`src/rtl/led_seq_ctrl.sv`:
```
// led_seq_ctrl: N-channel LED sequencer.
// A start level in IDLE launches one sequence of N_STEPS patterns, each held
// PERIOD_CYCLES clocks, in ALT, BLINK or CHASE mode. The sequence then parks
// in DONE until start is released. abort returns to IDLE from RUN or DONE.
//
// Build option: define START_SYNC_EN to pass start and abort through a
// 2-flop synchronizer, which adds 2 cycles of latency. Leave it undefined
// when both inputs are already synchronous to clk.
//
// Handshake: none. start and abort are levels. All outputs are registered
// and change on the same edge as the FSM state.
module led_seq_ctrl #(
  parameter int                N_LEDS        = 2,
  parameter int                PERIOD_CYCLES = 25_000_000,
  parameter int                N_STEPS       = 10,
  parameter logic [N_LEDS-1:0] IDLE_PAT      = '1,
  parameter logic [N_LEDS-1:0] DONE_PAT      = '0
) (
  input  logic                               clk,
  input  logic                               rst,
  input  logic                               start,
  input  logic                               abort,
  input  logic [1:0]                         mode,
  output logic [N_LEDS-1:0]                  leds,
  output logic                               busy,
  output logic                               done,
  output logic [$clog2(N_STEPS+1)-1:0]       step
);

  localparam int CNT_W  = $clog2(PERIOD_CYCLES);
  localparam int STEP_W = $clog2(N_STEPS + 1);

  localparam logic [CNT_W-1:0]  CNT_LAST  = CNT_W'(PERIOD_CYCLES - 1);
  localparam logic [CNT_W-1:0]  CNT_ONE   = CNT_W'(1);
  localparam logic [STEP_W-1:0] STEP_LAST = STEP_W'(N_STEPS - 1);
  localparam logic [STEP_W-1:0] STEP_ONE  = STEP_W'(1);

  localparam logic [1:0] MODE_BLINK = 2'd1;
  localparam logic [1:0] MODE_CHASE = 2'd2;

  typedef enum logic [1:0] {
    S_IDLE = 2'd0,
    S_RUN  = 2'd1,
    S_DONE = 2'd2
  } state_t;

  state_t              state_q, state_d;
  logic [N_LEDS-1:0]   leds_q, leds_d;
  logic                busy_q, busy_d;
  logic                done_q, done_d;
  logic [STEP_W-1:0]   step_q, step_d;
  logic [CNT_W-1:0]    cnt_q, cnt_d;
  logic [1:0]          mode_q, mode_d;

  logic                start_s;
  logic                abort_s;

`ifdef START_SYNC_EN
  logic [1:0] start_sync_q, start_sync_d;
  logic [1:0] abort_sync_q, abort_sync_d;

  // Shift the raw button levels through two flops each.
  always_comb begin
    start_sync_d = {start_sync_q[0], start};
    abort_sync_d = {abort_sync_q[0], abort};
  end

  // Synchronizer flops, cleared by reset.
  always_ff @(posedge clk or posedge rst) begin
    if (rst) begin
      start_sync_q <= 2'b00;
      abort_sync_q <= 2'b00;
    end else begin
      start_sync_q <= start_sync_d;
      abort_sync_q <= abort_sync_d;
    end
  end

  assign start_s = start_sync_q[1];
  assign abort_s = abort_sync_q[1];
`else
  assign start_s = start;
  assign abort_s = abort;
`endif

  // First pattern shown when a sequence begins; reserved mode 3 acts as ALT.
  function automatic logic [N_LEDS-1:0] init_pat(input logic [1:0] m);
    logic [N_LEDS-1:0] r;
    r = '0;
    if (m == MODE_BLINK) begin
      r = '1;
    end else if (m == MODE_CHASE) begin
      r[0] = 1'b1;
    end else begin
      for (int i = 0; i < N_LEDS; i++) begin
        r[i] = (i % 2 == 0);
      end
    end
    return r;
  endfunction

  // Next pattern: CHASE rotates left with wrap, other modes invert.
  function automatic logic [N_LEDS-1:0] next_pat(input logic [1:0] m,
                                                 input logic [N_LEDS-1:0] p);
    logic [N_LEDS-1:0] r;
    r = ~p;
    if (m == MODE_CHASE) begin
      for (int i = 0; i < N_LEDS; i++) begin
        r[i] = p[(i + N_LEDS - 1) % N_LEDS];
      end
    end
    return r;
  endfunction

  // Next-state and registered-output logic; abort beats start and wrap.
  always_comb begin
    state_d = state_q;
    leds_d  = leds_q;
    busy_d  = busy_q;
    done_d  = done_q;
    step_d  = step_q;
    cnt_d   = cnt_q;
    mode_d  = mode_q;

    case (state_q)
      S_IDLE: begin
        leds_d = IDLE_PAT;
        busy_d = 1'b0;
        done_d = 1'b0;
        step_d = '0;
        cnt_d  = '0;
        if (start_s && !abort_s) begin
          state_d = S_RUN;
          mode_d  = mode;
          leds_d  = init_pat(mode);
          busy_d  = 1'b1;
        end
      end

      S_RUN: begin
        if (abort_s) begin
          state_d = S_IDLE;
          leds_d  = IDLE_PAT;
          busy_d  = 1'b0;
          step_d  = '0;
          cnt_d   = '0;
        end else if (cnt_q == CNT_LAST) begin
          cnt_d = '0;
          if (step_q == STEP_LAST) begin
            state_d = S_DONE;
            leds_d  = DONE_PAT;
            busy_d  = 1'b0;
            done_d  = 1'b1;
            step_d  = '0;
          end else begin
            step_d = step_q + STEP_ONE;
            leds_d = next_pat(mode_q, leds_q);
          end
        end else begin
          cnt_d = cnt_q + CNT_ONE;
        end
      end

      S_DONE: begin
        if (abort_s || !start_s) begin
          state_d = S_IDLE;
          leds_d  = IDLE_PAT;
          done_d  = 1'b0;
        end
      end

      default: begin
        state_d = S_IDLE;
        leds_d  = IDLE_PAT;
        busy_d  = 1'b0;
        done_d  = 1'b0;
        step_d  = '0;
        cnt_d   = '0;
      end
    endcase
  end

  // State and output registers.
  always_ff @(posedge clk or posedge rst) begin
    if (rst) begin
      state_q <= S_IDLE;
      leds_q  <= IDLE_PAT;
      busy_q  <= 1'b0;
      done_q  <= 1'b0;
      step_q  <= '0;
      cnt_q   <= '0;
      mode_q  <= 2'd0;
    end else begin
      state_q <= state_d;
      leds_q  <= leds_d;
      busy_q  <= busy_d;
      done_q  <= done_d;
      step_q  <= step_d;
      cnt_q   <= cnt_d;
      mode_q  <= mode_d;
    end
  end

  assign leds = leds_q;
  assign busy = busy_q;
  assign done = done_q;
  assign step = step_q;

endmodule

```
`config.mk`:
```
export PLATFORM = sky130hd
export DESIGN_NAME = led_seq_ctrl
export DESIGN_NICKNAME = d
export VERILOG_FILES = /design/src/rtl/led_seq_ctrl.sv
export SDC_FILE = /design/constraint.sdc
export NUM_CORES = 1
export LEC_CHECK = 0
export CAP_MARGIN = 10
export CORE_AREA = 2 2 75 77
export CTS_BUF_LIST = sky130_fd_sc_hd__clkbuf_8
export DETAILED_ROUTE_END_ITERATION = 8
export DIE_AREA = 0 0 77 79
export MAX_ROUTING_LAYER = met4
export PLACE_DENSITY = 0.53
export SYNTH_ARGS = -nofsm -noshare
export SYNTH_HDL_FRONTEND = slang
export SYNTH_SLANG_ARGS = --single-unit
```
`constraint.sdc`:
```
create_clock -name clk -period 5.3 [get_ports clk]
set_clock_uncertainty 0.15 [all_clocks]
set_input_delay 0.795 -clock clk [delete_from_list [all_inputs] [get_ports clk]]
set_output_delay 0.795 -clock clk [all_outputs]
set_load 0.01 [all_outputs]
```
## Word-level counts from Yosys, hierarchy flattened

Cells that the tools add are included.

- Flip-flop bits (word level): 37
- Output and inout bits: 8
- Bits of input ports: 6
- RAM bits: 0
- Memories: 0
- Bits in latches: 0
- ROM bits: 0

- Shifts and indexed selects: 0
- Eq/ne operators: 13
- Div/mod/pow operators: 0
- Muxes and demuxes: 31
- Add/subtract/negate cells: 2
- Multiply operators: 0
- Bitwise logic cells: 2
- Reductions and logical operators: 11
- $lt $le $gt $ge: 0

Operators with widths:

| kind | count |
|---|---|
| 2-to-1 mux 25 bit | 2 |
| one-hot mux 25 bit (2 select lines) | 1 |
| adder 25 x 1 -> 25 bit, second input constant | 1 |
| == test 25 bit, second input constant | 1 |
| 2-to-1 mux 2 bit | 12 |
| 2-to-1 mux 4 bit | 3 |
| one-hot mux 2 bit (3 select lines) | 2 |
| != test 2 bit, second input constant | 5 |
| 2-to-1 mux 1 bit | 8 |
| one-hot mux 4 bit (2 select lines) | 1 |
| AND reduction 4 bit | 2 |
| != test 3 bit, second input constant | 2 |
| AND reduction 2 bit | 3 |
| adder 4 x 1 -> 4 bit, second input constant | 1 |
| == test 2 x 1 -> 1 bit, second input constant | 2 |
| == test 2 bit, second input constant | 2 |
| == test 4 bit, second input constant | 1 |
| one-hot mux 1 bit (3 select lines) | 1 |
| AND reduction 3 bit | 1 |
| zero test 1 bit | 2 |
| zero test 2 bit | 1 |
| inverter 2 bit | 1 |
| one-hot mux 1 bit (2 select lines) | 1 |
| logical AND 1 bit | 1 |
| other kinds (2) | 2 |

## Logic depth before layout (Yosys ltp)

- Word-level depth: 6
- Depth in mapped cells: 8
- Depth with buffers taken out: 7

## Least setup slack after synthesis

Ideal clock, no wire load.

- Path kind: input to register
- Start: input port abort
- End: register busy_q, in the netlist busy
- Data arrival time: 1764 ps
- Required time: 5068 ps
- Buffers on the path: 1
- Stages: 3
- Slack: 3304 ps
- Path through: clkbuf_1 -> or4b_2 -> a31oi_1

- Longest elaborated chain between the ends: 4
- Elaborated cells on any way between the ends: 8
- Classes of those cells: eq/ne: 2; mux: 3; reduce/logical: 3

RTL lines:

| item | line | source |
|---|---|---|
| start, declared | 22 | `input logic abort,` |
| zero test 1 bit | 132 | `if (start_s && !abort_s) begin` |
| logical AND 1 bit | 132 |  |
| 2-to-1 mux 1 bit | 132 |  |
| one-hot mux 1 bit (3 select lines) | 125 | `case (state_q)` |
| end signal, assigned | 196 | `busy_q <= busy_d;` |
| end, declared | 49 | `logic busy_q, busy_d;` |

Parallel ways exist; a longest one is shown, timed or not.
A chain may end at the register's enable or synchronous reset.

## Final worst setup path

- Start: input port abort
- End: register step_q[0], in the netlist step[0]

- Longest elaborated chain between the ends: 2
- Elaborated cells on any way between the ends: 4
- Classes of those cells: eq/ne: 1; mux: 2; reduce/logical: 1

RTL lines:

| item | line | source |
|---|---|---|
| 2-to-1 mux 4 bit or != test 3 bit (tied branches) | - |  |
| one-hot mux 4 bit (2 select lines) or AND reduction 2 bit (tied branches) | - |  |
| end signal, assigned | 198 | `step_q <= step_d;` |
| end, declared | 51 | `logic [STEP_W-1:0] step_q, step_d;` |

Parallel ways exist; a longest one is shown, timed or not.

==> metrics.txt <==
status=complete, no violations; cts hold-fix bufs=0; XOR/XNOR share of the synthesized area=7.34%; relative slew slack=32.0%; vias per inst=5.18; grt met2 use=23.2%; clock sink total=37; M1 GR Usage=20.4%; worst-skew pair later-pin latency=280 ps; critical path class=input pin to register; Ys Warns=0; top-area cell type share of the netlist area=43.2%; Top Ports=14; synthesized area=2030 sq um; Post-DRT Antenna Nets=0; placed cells=around 300; Setup TNS Final=0 ps; Final min period=2780 ps; htree depth=2; via count=1569; initial antenna violation count=0; vias in the first global route=1511; Worst Setup End Kind=register; die width=just under 80 um; Arr. time, crit path=approximately 2800 ps; # fillers=550; DP Area=2220 sq um; final setup fails=0; port bufs=13; die area=just over 6000 sq um; Final #Nets=240; first-pass GRT wire length=7.13 mm; syn_area_per_cell=9.39 sq um; syn_nets=around 230; post-synthesis compound-gate area fraction=between 10% and 20%; Startpoint Class=input pin; largest family of logic cells by synthesized area=simple AND/OR/NAND/NOR gates; worst min path class=register to register; Worst-Margin Slew=about 1000 ps; Seq cells post-synth=37; fin crit share=52.5%; cell area after layout=2300 sq um; drt drc=0; total CTS buffers=5; total track usage=around 15%; Mapped Cells=216; Synth Area in Adders=around 1.9%; power per cell area=259 nW/um^2; largest cells by area after synthesis=dfrtp_1 43%, xor2_1 6.9%, nor2_1 4.6%; layout cells sized above 1=a little under a tenth; total gr overflow=0; root buf cell=clkbuf_8; multiplexer area fraction after synthesis=2.10%; number of max-cap violations=0; busiest layer in global routing=met2; pre-CTS setup slack=2200 ps; f_max=359 MHz; FP Rows=27; largest net degree at the start of global routing=38; Area Overhead vs Synth=13.6%; CTS tree=done; cell taking the most area after synthesis=dfrtp_1; most frequent cells after synthesis=35 x dfrtp_1, 25 x nor2_1, 24 x nand2_1; Clock Pin Slew Worst Setup and Hold Paths=70 ps; WL/cell=13.5 um; final hold violations=0; count leader, synth=dfrtp_1; DR iter-0 viols=86; Pleak=a little under 1 nW; VDD IR-drop max=roughly 110 uV; non-filler cells, final=303; WL final=between 4 and 5 mm; RD Place Congestion=0.762; register area share after synthesis=45.8%; Multi-input gate area=1030 sq um; number of diodes=0; post-route setup slack=2520 ps; register area=928 sq um; core area=5340 sq um; Longest Clk Path Bufs=2; CP max FO=21; initial cell density of the core=38.0%; PostCTS Resize Cnt=0; die height=between 70 and 80 um; CP required=5320 ps; dpl hpwl=approximately 2.8 mm; Post-CTS Setup Bufs=0; GRT met3 Usage=3.41%; post-synthesis simple-gate area fraction=between 20 and 30%; Yosys cell types=45; Main synth FF type=dfrtp_1; RSZ-0062 raised after global routing=false; EDFF count, synth=0; first drt pass iteration count=4; ys async rst share=100%; Final Max Slew Viols=0
## report_power, final
part / switching, mW / internal [mW]
clock network: 0.0955 / 0.101
logic: 0.0503 / 0.0369
registers: 0.0136 / 0.298
## stage by stage
stage	hold slack (ps)	utilization (%)	power [mW]
finish	320	43.2	0.596
global route	356	43.2	0.630
CTS	327	43.2	0.604
detailed placement	309	41.5	0.405
global placement	309	41.5	0.406
floorplan	288	-	0.375
## state kept, by name (all words and copies together), names as in the netlist
| name | count |
|---|---|
| mode_q | 2 |
| done | 1 |
| state_q | 2 |
| leds | 2 |
| cnt_q | 25 |
| step | 4 |
| busy | 1 |
## final timing paths
path	end	start	cells past startpoint	slack (ps)
worst max-delay path	step[0]	abort	4	2520
worst min-delay path	mode_q[1]	mode_q[1]	2	320
worst max register to register	step[0]	state_q[1]	6	2860
worst min register to register	mode_q[1]	mode_q[1]	2	320
max in group asynchronous	leds[1]	rst	3	3870
min in group asynchronous	cnt_q[18]	rst	3	770
## per-layer routing
metal  vias up  share of wire [%]
met5         -                  0
met4         0                1.1
met3         6                3.1
met2        24                 42
met1       753                 53
li1        786                  -
## cell families (layout without fill, tap and decap cells)
family	after synthesis	after routing
AND/OR/NAND/NOR	107	107
flip-flops	37	37
AO/OA/AOI/OAI	34	34
XOR/XNOR	17	17
buffers and inverters	14	29
multiplexers	4	4
adder cells (fa/ha/maj)	3	3
## worst max-delay path, stage by stage
cell and delay (ps):
clkdlybuf4s50_1 620, nor2_1 190, o21ai_2 820, mux2_1 380
## placed cells by master, fill, tap and decap left out, types with 3 or more instances in the layout
cell type        instances
o21ai_0                 10
clkbuf_8                 6
clkdlybuf4s50_1         13
nand3b_1                 4
a21oi_1                  8
nand4_1                 10
nor2_1                  25
nand3_1                 10
nand2_1                 24
and3_1                   8
nor2_2                   4
ha_1                     3
nand2b_1                 4
xor2_1                  16
a31oi_1                  3
o21ai_1                  4
nor4b_1                  4
dfrtp_1                 35
inv_1                    8
## layout make-up
cell class / instances / share of cell area [%]
clock buffer: 6 / 3.59
tap: 72 / 3.91
timing repair buffer: 15 / 6.30
multi-input combinational: 165 / 44.6
clock inverter: 1 / 0.163
inverter: 7 / 1.14
sequential: 37 / 40.3
(Power assumes the default switching activity.)
